===== src/rtl/spi_dopi_rd_seq.sv =====
// spi_dopi_rd_seq: 8DTRD (EEh/11h) read sequencer for an octal DDR SPI (DOPI) PHY.
// Emits per-SCLK CS#/clock-enable/output bytes and assembles DQS beats into 32-bit words.
// Optional idle-data watchdog: define SPI_DOPI_TIMEOUT_EN.
module spi_dopi_rd_seq #(
   parameter int unsigned DUMMY_CYCLES   = 20,
   parameter int unsigned LEN_W          = 8,
   parameter int unsigned CS_GAP         = 2,
   parameter int unsigned TIMEOUT_CYCLES = 64
) (
   input  logic             clk,
   input  logic             rst_n,
   input  logic             req_valid,
   output logic             req_ready,
   input  logic [31:0]      req_addr,
   input  logic [LEN_W-1:0] req_len,
   output logic [31:0]      rdata,
   output logic             rdata_valid,
   output logic             done,
   output logic             err,
   output logic             busy,
   output logic             cs_n,
   output logic             sclk_en,
   output logic             dq_oe,
   output logic [7:0]       dq_o_rise,
   output logic [7:0]       dq_o_fall,
   input  logic [7:0]       dq_i_rise,
   input  logic [7:0]       dq_i_fall,
   input  logic             dq_i_valid
);

   localparam int unsigned CNT_W = LEN_W + 1;
   localparam int unsigned PH_W  = (CNT_W > 8) ? CNT_W : 8;
   localparam int unsigned WD_W  = $clog2(TIMEOUT_CYCLES + 1);
`ifdef SPI_DOPI_TIMEOUT_EN
   localparam bit WD_EN = 1'b1;
`else
   localparam bit WD_EN = 1'b0;
`endif

   typedef enum logic [3:0] {
      S_IDLE, S_CS_SETUP, S_CMD, S_ADDR0, S_ADDR1,
      S_DUMMY, S_DATA, S_WAIT, S_CS_HOLD, S_GAP
   } state_t;

   state_t            state, state_d;
   logic [31:0]       addr_q;
   logic [LEN_W-1:0]  len_q;
   logic [PH_W-1:0]   ph_cnt, ph_cnt_d;
   logic [CNT_W-1:0]  beat_cnt, word_cnt, words_d, len2, len_ext;
   logic [WD_W-1:0]   wd_cnt;
   logic [15:0]       lo_half;
   logic              accept, zero_req, in_data, beat_take, odd_beat, timeout;
   logic              cs_n_d, sclk_en_d, dq_oe_d;
   logic [7:0]        rise_d, fall_d;

   assign accept    = (state == S_IDLE) && req_valid && (req_len != '0);
   assign zero_req  = (state == S_IDLE) && req_valid && (req_len == '0);
   assign in_data   = (state == S_DATA) || (state == S_WAIT);
   assign len2      = {len_q, 1'b0};
   assign len_ext   = {1'b0, len_q};
   assign beat_take = in_data && dq_i_valid && (beat_cnt < len2);
   assign odd_beat  = beat_take && beat_cnt[0];
   assign words_d   = word_cnt + CNT_W'(odd_beat);
   assign timeout   = WD_EN && in_data && !dq_i_valid &&
                      (wd_cnt == WD_W'(TIMEOUT_CYCLES - 1));

   // State register.
   always_ff @(posedge clk) begin
      if (!rst_n) state <= S_IDLE;
      else        state <= state_d;
   end

   // Next-state and decode of the per-cycle PHY controls for the upcoming state.
   always_comb begin
      state_d   = state;
      cs_n_d    = 1'b1;
      sclk_en_d = 1'b0;
      dq_oe_d   = 1'b0;
      rise_d    = 8'h00;
      fall_d    = 8'h00;
      case (state)
         S_IDLE:     if (accept) state_d = S_CS_SETUP;
         S_CS_SETUP: state_d = S_CMD;
         S_CMD:      state_d = S_ADDR0;
         S_ADDR0:    state_d = S_ADDR1;
         S_ADDR1:    state_d = S_DUMMY;
         S_DUMMY:    if (ph_cnt == PH_W'(DUMMY_CYCLES - 1)) state_d = S_DATA;
         S_DATA: begin
            if (timeout) state_d = S_CS_HOLD;
            else if (ph_cnt == PH_W'(len2 - CNT_W'(1)))
               state_d = (words_d == len_ext) ? S_CS_HOLD : S_WAIT;
         end
         S_WAIT:     if (timeout || (words_d == len_ext)) state_d = S_CS_HOLD;
         S_CS_HOLD:  state_d = S_GAP;
         S_GAP:      if (ph_cnt == PH_W'(CS_GAP - 1)) state_d = S_IDLE;
         default:    state_d = S_IDLE;
      endcase

      ph_cnt_d = ((state_d != state) || (state == S_IDLE)) ? '0 : ph_cnt + PH_W'(1);

      case (state_d)
         S_CS_SETUP, S_WAIT, S_CS_HOLD: cs_n_d = 1'b0;
         S_CMD: begin
            cs_n_d = 1'b0; sclk_en_d = 1'b1; dq_oe_d = 1'b1;
            rise_d = 8'hEE; fall_d = 8'h11;
         end
         S_ADDR0: begin
            cs_n_d = 1'b0; sclk_en_d = 1'b1; dq_oe_d = 1'b1;
            rise_d = addr_q[31:24]; fall_d = addr_q[23:16];
         end
         S_ADDR1: begin
            cs_n_d = 1'b0; sclk_en_d = 1'b1; dq_oe_d = 1'b1;
            rise_d = addr_q[15:8]; fall_d = addr_q[7:0];
         end
         S_DUMMY, S_DATA: begin
            cs_n_d = 1'b0; sclk_en_d = 1'b1;
         end
         default: ;
      endcase
   end

   // Request latch, counters, beat assembly and registered outputs.
   always_ff @(posedge clk) begin
      if (!rst_n) begin
         addr_q      <= '0;
         len_q       <= '0;
         ph_cnt      <= '0;
         beat_cnt    <= '0;
         word_cnt    <= '0;
         wd_cnt      <= '0;
         lo_half     <= '0;
         cs_n        <= 1'b1;
         sclk_en     <= 1'b0;
         dq_oe       <= 1'b0;
         dq_o_rise   <= '0;
         dq_o_fall   <= '0;
         rdata       <= '0;
         rdata_valid <= 1'b0;
         done        <= 1'b0;
         err         <= 1'b0;
         busy        <= 1'b0;
         req_ready   <= 1'b1;
      end else begin
         if (accept) begin
            addr_q <= {req_addr[31:2], 2'b00};
            len_q  <= req_len;
         end
         ph_cnt   <= ph_cnt_d;
         beat_cnt <= (state == S_IDLE) ? '0 : beat_cnt + CNT_W'(beat_take);
         word_cnt <= (state == S_IDLE) ? '0 : words_d;
         if (WD_EN) wd_cnt <= (in_data && !dq_i_valid) ? wd_cnt + WD_W'(1) : '0;
         if (beat_take && !beat_cnt[0]) lo_half <= {dq_i_fall, dq_i_rise};
         rdata_valid <= odd_beat;
         if (odd_beat) rdata <= {dq_i_fall, dq_i_rise, lo_half};
         done <= zero_req || (state == S_CS_HOLD);
         if (timeout)     err <= 1'b1;
         else if (accept) err <= 1'b0;
         cs_n      <= cs_n_d;
         sclk_en   <= sclk_en_d;
         dq_oe     <= dq_oe_d;
         dq_o_rise <= rise_d;
         dq_o_fall <= fall_d;
         busy      <= (state_d != S_IDLE);
         req_ready <= (state_d == S_IDLE);
      end
   end

endmodule


===== config.mk =====
export PLATFORM = sky130hd
export DESIGN_NAME = spi_dopi_rd_seq
export DESIGN_NICKNAME = d
export VERILOG_FILES = /design/src/rtl/spi_dopi_rd_seq.sv
export SDC_FILE = /design/constraint.sdc
export NUM_CORES = 1
export LEC_CHECK = 0
export BUFFER_PORTS_ARGS = -buffer_cell sky130_fd_sc_hd__buf_2
export CAP_MARGIN = 20
export CORE_MARGIN = 5
export CORE_UTILIZATION = 25
export DETAILED_ROUTE_END_ITERATION = 8
export REMOVE_ABC_BUFFERS = 1
export SETUP_SLACK_MARGIN = 0.1
export SLEW_MARGIN = 20
export SYNTH_ARGS = -nofsm -noshare
export SYNTH_HDL_FRONTEND = slang
export SYNTH_SLANG_ARGS = --single-unit

===== constraint.sdc =====
create_clock -name clk -period 4.41 [get_ports clk]
set_clock_uncertainty 0.05 [all_clocks]
set_input_delay 0.882 -clock clk [delete_from_list [all_inputs] [get_ports clk]]
set_output_delay 0.882 -clock clk [all_outputs]
set_load 0.005 [all_outputs]

Word-level counts from Yosys, hierarchy flattened
Index checks and enable logic that the tools add are counted.
{ "totals": {"regBits": 140, "inputBits": 60} }
{ "op_classes": {"addsub": 4, "n_lt_le_gt_ge": 1, "n_eq_ne": 22, "n_mux": 12, "bitwise": 1, "reduce_logical": 21} }
{ "op_table": {"columns": ["cell", "count"], "rows": [
  ["$pmux W8 S3", 2],
  ["$pmux W4 S10", 1],
  ["$eq A4 B3 Y1 const B", 8],
  ["$mux W4", 6],
  ["$add A9 B1 Y9", 2],
  ["$eq A4 B2 Y1 const B", 4],
  ["$eq A4 B4 Y1 const B", 3],
  ["$add A9 B1 Y9 const B", 1],
  ["$eq A9 B1 Y1 const B", 1],
  ["$eq A9 B5 Y1 const B", 1],
  ["$eq A9 B8 Y1", 1],
  ["$eq A9 B9 Y1", 1],
  ["$lt A9 B9 Y1", 1],
  ["$sub A9 B1 Y9 const B", 1],
  ["$eq A4 B1 Y1 const B", 2],
  ["$logic_not A4 Y1", 2],
  ["$logic_not A8 Y1", 1],
  ["$reduce_bool A8 Y1", 1],
  ["$reduce_or A8 Y1", 1],
  ["$logic_and A1 B1 Y1", 7],
  ["$reduce_or A5 Y1", 1],
  ["$ne A4 B4 Y1", 1],
  ["$reduce_bool A4 Y1", 1],
  ["$reduce_or A2 Y1", 2],
  ["other kinds (5)", 9]
]} }

Logic depth before layout (Yosys ltp)
{ "depth": {"depth_word": 13, "depth_mapped": 18} }

Least setup slack after synthesis
No wires, ideal clock.
{ "synth_path": {"path_kind": "register to register", "from": "reg len_q[1]", "to": "reg ph_cnt[0]", "t_arrival_ps": 3775, "setup_slack_ps": 447, "path_stages_with_launch": 19, "path_buffers": 0, "path_cell_list": "dfxtp_1 inv_1 ha_1 a21o_1 a21o_1 a21o_1 a21o_1 a21o_1 a31oi_1 ha_1 ha_1 ha_1 nand3_1 or3_1 nand3_1 nand3_1 or2_1 nor3_2 nor4_1"} }
{ "synth_via": {"elab_chain_cells": 11, "elab_cells_between_ends": 14} }
{ "synth_rtl": {"columns": ["item", "line", "text"], "rows": [
  ["start, declared", "47", "logic [LEN_W-1:0] len_q;"],
  ["start signal, assigned", "146", "len_q <= req_len;"],
  ["$lt A9 B9 Y1 (*)", "61", "assign beat_take = in_data && dq_i_valid && (beat_cnt < len2);"],
  ["$logic_and A1 B1 Y1 (*)", "61", null],
  ["$logic_and A1 B1 Y1 (*)", "62", "assign odd_beat = beat_take && beat_cnt[0];"],
  ["via odd_beat", "52", "logic accept, zero_req, in_data, beat_take, odd_beat, timeout;"],
  ["$add A9 B1 Y9 (*)", "63", "assign words_d = word_cnt + CNT_W'(odd_beat);"],
  ["$eq A9 B8 Y1 (*)", "91, 93", null],
  ["$mux W4", "91", "state_d = (words_d == len_ext) ? S_CS_HOLD : S_WAIT;"],
  ["$mux W4", "90", "else if (ph_cnt == PH_W'(len2 - CNT_W'(1)))"],
  ["$pmux W4 S10 (*)", "81", "case (state)"],
  ["$ne A4 B4 Y1 (*)", "99", "ph_cnt_d = ((state_d != state) || (state == S_IDLE)) ? '0 : ph_cnt + PH_W'(1);"],
  ["$logic_or A1 B1 Y1 (*)", "99", null],
  ["$reduce_or A2 Y1 (no line) (*)", null, null],
  ["end signal, assigned", "148", "ph_cnt <= ph_cnt_d;"],
  ["end, declared", "48", "logic [PH_W-1:0] ph_cnt, ph_cnt_d;"]
]} }
The timed path passes the listed nets; every way through them passes the cells marked *.
A chain may end at the register's enable or synchronous reset.

Worst setup path after layout
{ "layout_path": {"from": "reg len_q[1]", "to": "reg dq_o_rise[6]"} }
{ "layout_via": {"elab_chain_cells": 10, "elab_cells_between_ends": 15} }
{ "layout_rtl": {"columns": ["item", "line", "text"], "rows": [
  ["$lt A9 B9 Y1 (*)", "61", null],
  ["$logic_and A1 B1 Y1 (*)", "61", null],
  ["$logic_and A1 B1 Y1 (*)", "62", null],
  ["via odd_beat", "52", null],
  ["$add A9 B1 Y9 (*)", "63", null],
  ["via words_d[1]", "49", "logic [CNT_W-1:0] beat_cnt, word_cnt, words_d, len2, len_ext;"],
  ["$eq A9 B8 Y1 (*)", "91, 93", null],
  ["$mux W4", "91", null],
  ["$mux W4", "90", null],
  ["$pmux W4 S10 (*)", "81", null],
  ["$eq A4 B3 Y1 / $eq A4 B2 Y1 (equally long branches)", "101", "case (state_d)"],
  ["$pmux W8 S3 (*)", "101", null],
  ["end signal, assigned", "161", "dq_o_rise <= rise_d;"],
  ["end, declared", "24", "output logic [7:0] dq_o_rise,"]
]} }
Marks and branches as above.

==> reports/qor.yml <==
floorplanning:
  io_pins: 116
  start_util_pct: 25.42
  die_y_um: 164.5
  die_x_um: 164.5
  die_area_mm2: 0.02705
  core_mm2: 0.02347
  rows: 56
cells_and_area:
  syn_to_final_growth_pct: 26.01
  regArea_mm2: 0.002803
  finalCoreUtilization_pct: 32.03
  final_cell_area_mm2: 0.007517
  multi_input_area_mm2: 0.002950
  layout.nets: 841
  final_layout_size_suffix_gt1_share_pct: 22.72
  layout_common_cells: "dfxtp_1 (140), buf_2 (112), nand2_1 (92)"
  fillers: 2421
  layout_commonest_cell: "dfxtp_1"
  instances_no_fill: 1099
global_routing:
  grt_max_degree: 93
  grt_pass1_wl_um: 24110
  globalRouteTotalUtil_pct: 11.23
  antenna_found_initial: 7
  grt_overflow: 0
  grt_pass1_vias: 4766
clocking:
  cts_max_level: 4
  hold_buffers: 0
  cts.reportedPaths.clkPinSlew_ns: 0.06
  cts_root_buffer: "clkbuf_16"
  clockBufferDepth: 2
  cts_tree: "built"
  clkLatencyLatePin_ns: 0.42
  clock_sink_count: 140
  numCtsBuffers: 17
timing:
  hold_slack_ns: 0.4036
  tightest_slew_ns: 1.020
  max_slew_margin_pct: 30.27
  final.period_utilization_pct: 92.97
  slew_viol_final: 0
  rsz0062_at_grt: "no"
  timing.final.ws_setup_ns: 0.3099
  setup_viol: 0
  fin_crit_ns: 4.100
  hold_viol: 0
  fmax_mhz: 243.9
drt:
  wire_per_inst_um: 13.36
  vias_per_cell: 4.432
  firstDrtPassIters: 4
  drcViolationCount: 0
  ant_nets: 0
  routed-via-count: 4871
  finalWirelength_um: 14690
  drt_iter0_markers: 228
placed_design:
  dp_slack_ns: 0.2054
  dp.cells: 1066
  port_buffers: 112
  dpl.hpwl_um: 10320
  place_area_mm2: 0.006878
  routabilityCongestion: 0.7800
critical_path:
  worst_ep_required_time_ns: 4.72
  endpoint_kind: "flip-flop"
  path_class: "reg2reg"
  critical_path.max_fanout: 7
  arrival_ns: 4.41
  startpoint: "len_q[1]$_SDFFE_PN0P_"
  reg2reg_from: "len_q[1]$_SDFFE_PN0P_"
  r2r_setup_slack_ns: 0.31
  critPathLaunchType: "flip-flop"
run_status:
  status: "complete, no violations"
flow_run:
  drv_cap: 0
synth:
  synthCells: 657
  mappedNetlistArea_mm2: 0.005966
  synth_edf_count: 0
  yosys_register_bits: 140
  yosysWarnings: 0
  seq_area_frac_synth_pct: 46.98
  syn_area_per_cell_um2: 9.080
  yosys_most_used_dff: "dfxtp_1"
  ys_types: 55
  async_flop_share_pct: 0
power:
  vdd_drop_max_v: 0.0002614
  power_density_mw_per_mm2: 455.7
  p_leak_nw: 2.927
worst_hold_path:
  hp-start: "addr_q[16]$_SDFFE_PN0P_"
  holdCritPathClass: "reg2reg"
[final timing paths]
path | to | depth (start not counted)
max | dq_o_rise[6]$_SDFF_PN0_ | 19
min | dq_o_fall[0]$_SDFF_PN0_ | 2
max reg2reg | dq_o_rise[6]$_SDFF_PN0_ | 19
min reg2reg | dq_o_fall[0]$_SDFF_PN0_ | 2
[critical path, stage by stage, from the launching register on]
cell and delay [ns]:
dfxtp_1 0.33, inv_1 0.07, ha_1 0.28, a21o_1 0.15, a21o_1 0.17, a21o_1 0.17, a21o_1 0.17, a21o_1 0.20
a31oi_4 0.21, ha_2 0.21, ha_2 0.18, ha_1 0.24, xnor2_1 0.14, nand2_1 0.08, nor4_2 0.28, nand4_1 0.19
or2_4 0.32, a311oi_4 0.29, buf_6 0.17, a221o_1 0.11
[layer usage]
layer	GRT usage, %	vias up	share of wire [%]
li1	-	2473	-
met1	13.94	2230	45
met2	17.50	125	44
met3	4.542	31	8.4
met4	4.272	12	1.7
met5	0	-	0.49
[kinds of logic (layout without fill, tap and decap cells)]
kind of cell	after synthesis	count (layout)	synth area share [%]
AO/OA/AOI/OAI	97	97	11.37
buffers and inverters	57	179	4.215
flip-flops	140	140	46.98
adder cells (fa/ha/maj)	15	15	3.146
multiplexers	57	57	9.564
XOR/XNOR	32	32	5.159
other	1	2	0.06286
AND/OR/NAND/NOR	258	258	19.51
[synth_stat cells (4+ instances only)]
cell,instances,area share (%)
a31oi_1,4,0.42
nand2b_1,6,0.63
o21ai_1,4,0.34
and3_1,6,0.63
or4_1,5,0.63
o21ai_0,9,0.75
xnor2_1,22,3.2
inv_1,19,1.2
mux2i_1,57,9.6
dfxtp_1,140,47
nand2_1,92,5.8
xor2_1,8,1.2
clkbuf_1,25,1.6
nor3_1,7,0.59
a21oi_1,43,3.6
a221o_1,7,1.2
nor2_1,89,5.6
buf_1,4,0.25
and2_1,4,0.42
nand3_1,13,1.1
a21o_1,5,0.63
ha_1,15,3.1
nand4_1,5,0.52
or3_1,7,0.73
nor4_1,12,1.3
[stage by stage]
| step | TNS [ns] | total power, mW |
|---|---|---|
| CTS | 0 | 3.463 |
| detailed placement | 0 | 1.984 |
| global placement | 0 | 1.977 |
| global route | 0 | 3.585 |
| floorplan | -17.20 | 1.775 |
| finish | 0 | 3.426 |
[report_power, final]
part	total, mW	switching [mW]	internal, mW	leakage [nW]
clock	1.47	0.611	0.856	0.292
sequential	1.41	0.0629	1.35	1.14
combinational	0.548	0.326	0.222	1.50
total	3.43	1.00	2.43	2.93
[final cells by class]
class,instances,share of cell area [%]
Multi-Input combinational cell,460,39.25
Sequential cell,140,37.28
Timing Repair Buffer,128,9.105
Clock buffer,17,5.659
Tap cell,319,5.310
Clock inverter,15,2.413
Inverter,19,0.9487
Antenna cell,1,0.03329
[flip-flops by register name, summed over array words and instances, names as in the netlist, 4 cells and up]
signal     count
addr_q        30
beat_cnt       9
dq_o_fall      8
dq_o_rise      8
len_q          8
lo_half       16
ph_cnt         9
rdata         32
state          4
word_cnt       9
[repair_timing]
item / 4_1_cts / 5_1_grt
setup buffers: 0 / 0
gates resized for setup: 0 / 7
setup endpoints to repair: 0 / 21
No activity file was read; power rests on OpenSTA's default activity.
